`config.mk`:
```
export PLATFORM = sky130hd
export DESIGN_NAME = data_mem_interface_flat
export DESIGN_NICKNAME = d
export VERILOG_FILES = /design/src/rtl/data_mem_interface_pkg.sv /design/src/rtl/data_mem_interface_if.sv /design/src/rtl/data_mem_interface_byte_lane.sv /design/src/rtl/data_mem_interface.sv /design/src/flat_wrapper.sv
export SDC_FILE = /design/constraint.sdc
export NUM_CORES = 1
export LEC_CHECK = 0
export CAP_MARGIN = 20
export CORE_ASPECT_RATIO = 1.75
export CORE_UTILIZATION = 50
export CTS_BUF_LIST = sky130_fd_sc_hd__clkbuf_8
export DETAILED_ROUTE_END_ITERATION = 8
export PLACE_DENSITY = 0.87
export SLEW_MARGIN = 0
export SYNTH_ARGS = -nofsm -noshare
export SYNTH_HDL_FRONTEND = slang
export SYNTH_HIERARCHICAL = 1
export SYNTH_SLANG_ARGS = --single-unit
```
`constraint.sdc`:
```
create_clock -name clk -period 9.1 [get_ports clk]
set_input_delay 1.365 -clock clk [delete_from_list [all_inputs] [get_ports clk]]
set_output_delay 1.365 -clock clk [all_outputs]
set_load 0.1 [all_outputs]
```
`src/rtl/data_mem_interface_pkg.sv`:
```
// Shared types and constants for the data-memory load/store bridge.
package mem_if_pkg;

  typedef enum logic [1:0] {
    IDLE,
    REQ,
    DONE
  } mem_state_t;

  localparam logic [3:0] WSTRB_WORD = 4'hF;
  localparam logic [3:0] WSTRB_NONE = 4'h0;

endpackage

```
`src/rtl/data_mem_interface_if.sv`:
```
// Ready/ack data-memory bus between the load/store bridge and memory.
interface data_mem_interface_if;

  logic        mem_req;
  logic        mem_we;
  logic [31:0] mem_addr;
  logic [31:0] mem_wdata;
  logic [3:0]  mem_wstrb;
  logic        mem_ack;
  logic [31:0] mem_rdata;

  modport master (
    output mem_req, mem_we, mem_addr, mem_wdata, mem_wstrb,
    input  mem_ack, mem_rdata
  );

  modport slave (
    input  mem_req, mem_we, mem_addr, mem_wdata, mem_wstrb,
    output mem_ack, mem_rdata
  );

endinterface

```
`src/rtl/data_mem_interface_byte_lane.sv`:
```
// Byte-lane steering: store replication/strobes and zero-extended load lane select.
module byte_lane_unit
  import mem_if_pkg::*;
(
  input  logic        byte_access,
  input  logic        we,
  input  logic [1:0]  lane,
  input  logic [31:0] store_data,
  input  logic [31:0] load_word,
  output logic [31:0] wdata,
  output logic [3:0]  wstrb,
  output logic [31:0] load_data
);

  logic [7:0] lane_byte;

  always_comb begin
    wdata = byte_access ? {4{store_data[7:0]}} : store_data;

    if (!we)
      wstrb = WSTRB_NONE;
    else if (byte_access)
      wstrb = 4'b0001 << lane;
    else
      wstrb = WSTRB_WORD;

    lane_byte = load_word[7:0];
    case (lane)
      2'd0: lane_byte = load_word[7:0];
      2'd1: lane_byte = load_word[15:8];
      2'd2: lane_byte = load_word[23:16];
      2'd3: lane_byte = load_word[31:24];
      default: lane_byte = load_word[7:0];
    endcase

    load_data = byte_access ? {24'h0, lane_byte} : load_word;
  end

endmodule

```
`src/rtl/data_mem_interface.sv`:
```
// Multi-cycle load/store bridge: latches a core memory access, runs it on the
// ready/ack bus with timeout and misalignment faults, and stalls the core meanwhile.
module data_mem_interface
  import mem_if_pkg::*;
#(
  parameter int unsigned TIMEOUT_CYCLES = 16
) (
  input  logic        clk,
  input  logic        reset,
  input  logic        mem_read,
  input  logic        mem_write,
  input  logic        byte_access,
  input  logic [31:0] addr,
  input  logic [31:0] write_data,
  output logic [31:0] read_data,
  output logic        stall,
  output logic        fault,
  data_mem_interface_if.master bus
);

  localparam logic [7:0] TERMINAL = 8'(TIMEOUT_CYCLES - 1);

  mem_state_t  state;
  logic [31:0] lat_addr;
  logic [31:0] lat_wdata;
  logic        lat_byte;
  logic        lat_we;
  logic [31:0] rdata_cap;
  logic [7:0]  cnt;
  logic [31:0] load_data;

  logic access;
  logic misaligned;

  assign access     = mem_read | mem_write;
  assign misaligned = !byte_access && (addr[1:0] != 2'b00);

  always_ff @(posedge clk or posedge reset) begin
    if (reset) begin
      state       <= IDLE;
      lat_addr    <= '0;
      lat_wdata   <= '0;
      lat_byte    <= 1'b0;
      lat_we      <= 1'b0;
      rdata_cap   <= '0;
      cnt         <= '0;
      fault       <= 1'b0;
      bus.mem_req <= 1'b0;
    end else begin
      fault <= 1'b0;
      case (state)
        IDLE: begin
          if (access) begin
            lat_addr  <= addr;
            lat_wdata <= write_data;
            lat_byte  <= byte_access;
            lat_we    <= mem_write;
            cnt       <= '0;
            if (misaligned) begin
              fault <= 1'b1;
              state <= DONE;
            end else begin
              bus.mem_req <= 1'b1;
              state       <= REQ;
            end
          end
        end
        REQ: begin
          // Ack has priority over the terminal count in the same cycle.
          if (bus.mem_ack) begin
            rdata_cap   <= bus.mem_rdata;
            bus.mem_req <= 1'b0;
            state       <= DONE;
          end else if (cnt == TERMINAL) begin
            bus.mem_req <= 1'b0;
            fault       <= 1'b1;
            state       <= DONE;
          end else begin
            cnt <= cnt + 8'd1;
          end
        end
        DONE: begin
          state <= IDLE;
        end
        default: begin
          state <= IDLE;
        end
      endcase
    end
  end

  byte_lane_unit u_byte_lane (
    .byte_access (lat_byte),
    .we          (lat_we),
    .lane        (lat_addr[1:0]),
    .store_data  (lat_wdata),
    .load_word   (rdata_cap),
    .wdata       (bus.mem_wdata),
    .wstrb       (bus.mem_wstrb),
    .load_data   (load_data)
  );

  assign bus.mem_addr = {lat_addr[31:2], 2'b00};
  assign bus.mem_we   = lat_we;

  always_comb begin
    stall = ((state == IDLE) && access) || (state == REQ);
    read_data = '0;
    if ((state == DONE) && !fault && !lat_we)
      read_data = load_data;
  end

endmodule

```
`src/flat_wrapper.sv`:
```
// flat-port wrapper written by rule: the top's interface ports become plain ports
module data_mem_interface_flat import mem_if_pkg::*;
#(
  parameter int unsigned TIMEOUT_CYCLES = 16
)
  (clk, reset, mem_read, mem_write, byte_access, addr, write_data, read_data, stall, fault, bus_mem_req, bus_mem_we, bus_mem_addr, bus_mem_wdata, bus_mem_wstrb, bus_mem_ack, bus_mem_rdata);
  data_mem_interface_if bus_i ();
  input  logic clk;
  input  logic reset;
  input  logic mem_read;
  input  logic mem_write;
  input  logic byte_access;
  input  logic [31:0] addr;
  input  logic [31:0] write_data;
  output logic [31:0] read_data;
  output logic stall;
  output logic fault;
  output wire logic [$bits(bus_i.mem_req)-1:0] bus_mem_req;
  output wire logic [$bits(bus_i.mem_we)-1:0] bus_mem_we;
  output wire logic [$bits(bus_i.mem_addr)-1:0] bus_mem_addr;
  output wire logic [$bits(bus_i.mem_wdata)-1:0] bus_mem_wdata;
  output wire logic [$bits(bus_i.mem_wstrb)-1:0] bus_mem_wstrb;
  input wire logic [$bits(bus_i.mem_ack)-1:0] bus_mem_ack;
  input wire logic [$bits(bus_i.mem_rdata)-1:0] bus_mem_rdata;
  assign bus_mem_req = bus_i.mem_req;
  assign bus_mem_we = bus_i.mem_we;
  assign bus_mem_addr = bus_i.mem_addr;
  assign bus_mem_wdata = bus_i.mem_wdata;
  assign bus_mem_wstrb = bus_i.mem_wstrb;
  assign bus_i.mem_ack = bus_mem_ack;
  assign bus_i.mem_rdata = bus_mem_rdata;
  data_mem_interface #(.TIMEOUT_CYCLES(TIMEOUT_CYCLES)) u_core (.clk(clk), .reset(reset), .mem_read(mem_read), .mem_write(mem_write), .byte_access(byte_access), .addr(addr), .write_data(write_data), .read_data(read_data), .stall(stall), .fault(fault), .bus(bus_i));
endmodule
```
### Word-level counts from Yosys, hierarchy flattened

Index checks and enable logic that the tools add are counted.

| word-level totals | value |
|---|---|
| register bits after elaboration | 110 |
| input bits | 102 |
| output and inout port bits | 104 |

| cells by class | value |
|---|---|
| add/sub/neg operators | 1 |
| equal/unequal tests | 11 |
| shift operators | 1 |
| multiplexer cells | 25 |
| bitwise gates (word level) | 1 |
| reduce and logical (&&, ||, !) cells | 17 |

Operators with widths:

| kind | number |
|---|---|
| 2-to-1 mux 32 bit | 3 |
| case mux 8 bit (4 select lines) | 1 |
| 2-to-1 mux 8 bit | 3 |
| case mux 8 bit (2 select lines) | 1 |
| adder 8 x 1 -> 8 bit, second input constant | 1 |
| equality test 8 x 4 -> 1 bit, second input constant | 1 |
| 2-to-1 mux 1 bit | 8 |
| 2-to-1 mux 2 bit | 4 |
| 2-to-1 mux 4 bit | 2 |
| AND reduction 4 bit | 2 |
| equality test 2 bit, second input constant | 3 |
| inequality test 2 bit, second input constant | 3 |
| AND reduction 2 bit | 3 |
| equality test 2 x 1 -> 1 bit, second input constant | 2 |
| logical AND 1 bit | 4 |
| logical NOT 2 bit | 2 |
| case mux 1 bit (2 select lines) | 2 |
| case mux 2 bit (2 select lines) | 1 |
| nonzero test 2 bit | 2 |
| left shift 1 x 2 -> 4 bit, first input constant | 1 |
| logical NOT 1 bit | 3 |
| inequality test 3 x 2 -> 1 bit, second input constant | 1 |
| inequality test 2 x 1 -> 1 bit, second input constant | 1 |
| logical OR 1 bit | 1 |
| OR 1 bit | 1 |

### Longest topological paths before layout

| depth | value |
|---|---|
| word-level depth | 5 |
| depth in mapped cells | 6 |
| gate-level depth less buffers | 5 |

### Cells and area by module

The synthesis kept the hierarchy.

By module, submodules not included:

| module | times used | cells each | area each (sq um) | seq. area each (sq um) |
|---|---|---|---|---|
| data_mem_interface | 1 | 481 | 4792.1 | 2752.6 |
| byte_lane_unit | 1 | 140 | 869.6 | 0.0 |

### Worst setup path after synthesis

OpenSTA, ideal clock, no wires.

| timing path | value |
|---|---|
| path kind | flip-flop to output port |
| from | register u_core.lat_we (netlist: u_core/bus.mem_we) |
| to | output port bus_mem_wstrb[1] |
| arrival time | 3.256 ns |
| required time | 7.735 ns |
| path slack | 4.479 ns |
| cell stages (with the launch flop) | 2 |
| buffers on the path | 0 |
| cell sequence | dfrtp_1 -> a21boi_0 |

| on the way | value |
|---|---|
| word-level cells in the longest chain between the ends | 1 |

RTL lines:

| what | RTL line | RTL |
|---|---|---|
| start, declared | data_mem_interface.sv:27 | `logic lat_we;` |
| start signal, assigned | data_mem_interface.sv:57 | `lat_we <= mem_write;` |
| 2-to-1 mux 4 bit | data_mem_interface_byte_lane.sv:20 | `if (!we)` |
| end, declared | flat_wrapper.sv:22 | `output wire logic [$bits(bus_i.mem_wstrb)-1:0] bus_mem_wstrb;` |

Every way passes these cells.

### Final worst setup path

| timing path | value |
|---|---|
| from | input port mem_write |
| to | output port stall |

| on the way | value |
|---|---|
| word-level cells in the longest chain between the ends | 3 |

RTL lines:

| what | RTL line | RTL |
|---|---|---|
| start, declared | flat_wrapper.sv:11 | `input logic mem_write;` |
| OR 1 bit | data_mem_interface.sv:35 | `assign access = mem_read \| mem_write;` |
| logical AND 1 bit | data_mem_interface.sv:107 | `stall = ((state == IDLE) && access) \|\| (state == REQ);` |
| logical OR 1 bit | data_mem_interface.sv:107 |  |
| end, declared | flat_wrapper.sv:16 | `output logic stall;` |

Every way passes these cells.

==> results by group <==
Global routing
  • Maximum number of pins on one net before global-route repair: between 70 and 80
  • Wire length of the first global-routing pass: 22.34 mm
  • Overall overflow remaining after global route: 0
  • Vias in the first global route: 4685
  • GRT Overall Usage: 25.45%
  • Initial antenna violation count: 0

Worst setup path
  • Data arrival time of the worst path: between 3 and 4 ns
  • CP Capture Type: output pin
  • Nature of the critical path startpoint: input port
  • Critical-path maximum fanout: 4
  • Cell with the largest stage delay on the worst path: sky130_fd_sc_hd__clkdlybuf4s50_1
  • Ordered list of cells on the worst path: clkdlybuf4s50_1 > nor3_1 > nor2_1 > clkdlybuf4s50_1
  • Largest stage delay on the critical path: 1.15 ns
  • Required time of the critical path: 7.74 ns
  • Startpoint-to-endpoint class of the critical path: in2out
  • Cell with the most instances on the worst path: sky130_fd_sc_hd__clkdlybuf4s50_1

Clocking
  • Max Buffers Root-to-Sink: 2
  • Count of hold buffers inserted by post-cts repair: 0
  • Post-CTS setup buffer count: 0
  • Worst-skew pair later-pin latency: ~0.36 ns
  • Clock buffer count from CTS: 9
  • Cell at the root of the clock tree: sky130_fd_sc_hd__clkbuf_8
  • CTS sink cnt: 110
  • Quantity of gates resized following cts: 0
  • CTS tree: yes
  • Clock transition at the register clock pins on the worst setup and hold paths after CTS: approximately 0.090 ns
  • CTS HTree Levels: 3

Finish
  • Final Net Count: 872
  • Fraction of layout instances using a drive strength above 1: between 8 and 9%
  • Core utilization of the finished layout: 69.69%
  • Area added between synthesis and finish: 36.66%
  • Final Instance Area: 7737 µm²
  • Number of antenna diodes: 0
  • Fill count: 858

Floorplanning
  • Chip width: 82.44 µm
  • Die H: around 140 µm
  • Initial core utilization: 50.99%
  • I/O pin total: 206
  • Cell Rows: between 50 and 60
  • Standard cell core area: approximately 11000 µm²
  • Die area: 11770 µm²

Hold path
  • Worst hold path class: reg2reg

Placement
  • Instance area after placement: ~7500 µm²
  • Number of input and output port buffers inserted: 203
  • RD Place Congestion: 0.8621
  • Detailed-placement wirelength estimate: around 11 mm

Status
  • Result of the run: finished clean

Routing
  • First-iteration detailed-routing DRC count: 165
  • Vias/cell: 5.114
  • Count of unresolved DRC violations after routing: 0
  • Routed Wire Length: approximately 15 mm
  • Avg WL per Cell: 16.06 µm
  • Antenna-violating nets left: 0
  • Number of optimization iterations in the first detailed-route pass: 4
  • Via Count: 4628

STA
  • Worst-Margin Slew: 1.049 ns
  • Fmax: 213.7 MHz
  • Final setup violation count: 0
  • Setup repair after global routing missed its margin: no
  • Tightest hold margin: 0.4785 ns
  • Aggregate negative setup slack: 0 ns
  • Total count of hold-check failures in the final report: 0
  • Portion of the clock cycle consumed by the worst path in the final layout: about half
  • Worst clock skew: 0.01097 ns
  • Pins Over Slew Limit: 0
  • Max-slew headroom: 29.82%
  • Time the worst path needs with I/O delays and setup: roughly 4.7 ns

Logic synthesis
  • Sequential fraction of the synthesis area: 48.62%
  • Top cell type's share of synthesized area: approximately half
  • Library cell with the largest summed area after synthesis: sky130_fd_sc_hd__dfrtp_1
  • Top area cells in the synthesized netlist: sky130_fd_sc_hd__dfrtp_1 (49%), sky130_fd_sc_hd__nand2_1 (14%), sky130_fd_sc_hd__mux2_2 (6.4%), sky130_fd_sc_hd__buf_4 (5.4%), sky130_fd_sc_hd__and2_1 (3.9%)
  • Number of instances in the synthesized netlist: 621
  • EDFF count, synth: 0
  • Yosys warns: 6
  • Async SR Flop Fraction: 100.0%
  • Post-Synthesis Mean Instance Area: 9.117 µm²
  • Yosys reg bits: 110
  • Commonest cells in the netlist: sky130_fd_sc_hd__nand2_1 (208), sky130_fd_sc_hd__dfrtp_1 (110), sky130_fd_sc_hd__buf_4 (41)
  • Synth Flop Type: sky130_fd_sc_hd__dfrtp_1
  • Top-count cell post-synth: sky130_fd_sc_hd__nand2_1
  • Cell area after synthesis: roughly 5700 µm²
  • Post-synthesis cell type count: 43

Job
  • Max-cap viol count: 0
per-stage QoR:
| step | setup WS (ns) | std cells |
|---|---|---|
| after global placement | 4.425 | 888 |
| after CTS | 4.312 | 903 |
| after detailed placement | 4.422 | 888 |
| final | 4.420 | 905 |
| after global routing | 4.354 | 905 |
| after floorplan | 4.479 | 622 |
registers in the layout, summed over array words and instances (netlist names):
register	cells
u_core/lat_addr	32
u_core/cnt	8
u_core/state	2
u_core/fault	1
u_core/bus.mem_req	1
u_core/rdata_cap	32
u_core/bus.mem_we	1
u_core/lat_wdata	32
u_core/lat_byte	1
kinds of logic (layout without fill, tap and decap cells):
logic type               count (synthesis)  in the layout  share of synthesized area (%)
multiplexers                            41             41                          7.956
adder cells (fa/ha/maj)                  1              1                         0.2210
AO/OA/AOI/OAI                           55             55                          7.138
flip-flops                             110            110                          48.62
buffers and inverters                  107            258                          10.45
AND/OR/NAND/NOR                        304            304                          25.24
other                                    1              2                        0.06623
XOR/XNOR                                 2              2                         0.3094
cells in the final DEF (no fill, tap or decap), types with 3 or more instances in the layout:
cell / Yosys / layout
sky130_fd_sc_hd__nand2_1: 208 / 208
sky130_fd_sc_hd__clkdlybuf4s50_1: 0 / 203
sky130_fd_sc_hd__dfrtp_1: 110 / 109
sky130_fd_sc_hd__inv_1: 34 / 35
sky130_fd_sc_hd__and2_1: 35 / 35
sky130_fd_sc_hd__mux2_2: 32 / 32
sky130_fd_sc_hd__o21ai_0: 30 / 30
sky130_fd_sc_hd__nor2b_1: 24 / 24
sky130_fd_sc_hd__nor2_1: 10 / 10
sky130_fd_sc_hd__clkbuf_8: 0 / 9
sky130_fd_sc_hd__mux2i_1: 9 / 9
sky130_fd_sc_hd__a221oi_1: 7 / 7
sky130_fd_sc_hd__and4bb_2: 5 / 5
sky130_fd_sc_hd__bufinv_16: 0 / 4
sky130_fd_sc_hd__nand3_1: 4 / 4
sky130_fd_sc_hd__buf_4: 41 / 4
sky130_fd_sc_hd__a21oi_1: 3 / 3
sky130_fd_sc_hd__a22o_1: 3 / 3
sky130_fd_sc_hd__nand2b_1: 3 / 3
sky130_fd_sc_hd__nor4bb_1: 3 / 3
sky130_fd_sc_hd__a21boi_0: 3 / 3
worst paths after layout:
check                                      from                    to  slack (ns)  cells past startpoint
setup reg to reg                u_core/state[0]         u_core/cnt[7]        7.09                      5
max in group asynchronous                 reset       u_core/lat_byte        6.40                      3
hold reg to reg            u_core/lat_wdata[16]  u_core/lat_wdata[16]        0.48                      2
min in group asynchronous                 reset   u_core/lat_addr[25]        1.45                      2
hold / removal             u_core/lat_wdata[16]  u_core/lat_wdata[16]        0.48                      2
setup / recovery                      mem_write                 stall        4.42                      4
cell type report:
type                       instances  area [µm²]  area share, %
clock inverter                     6       127.6          1.649
inverter                          34       130.1          1.682
sequential                       110        2754          35.59
multi-input combinational        405        2344          30.29
timing repair buffer             209        2093          27.05
clock buffer                       9       123.9          1.601
tap                              132       165.2          2.135
critical path: cells and delay by family:
| family | cells | cell delay (ns) |
|---|---|---|
| buf+inv | 2 | 1.73 |
| simple gates | 2 | 0.22 |
routing by layer:
metal	global-route usage (%)	wire length (µm)	up-vias
met5	0	0	-
met4	13.11	697	0
met3	4.281	690	42
met2	45.54	7910	168
met1	27.83	5235	2189
li1	-	-	2229
Power is not shown: default switching activity piles up to over one toggle a cycle in this logic, so the estimate is an artifact.
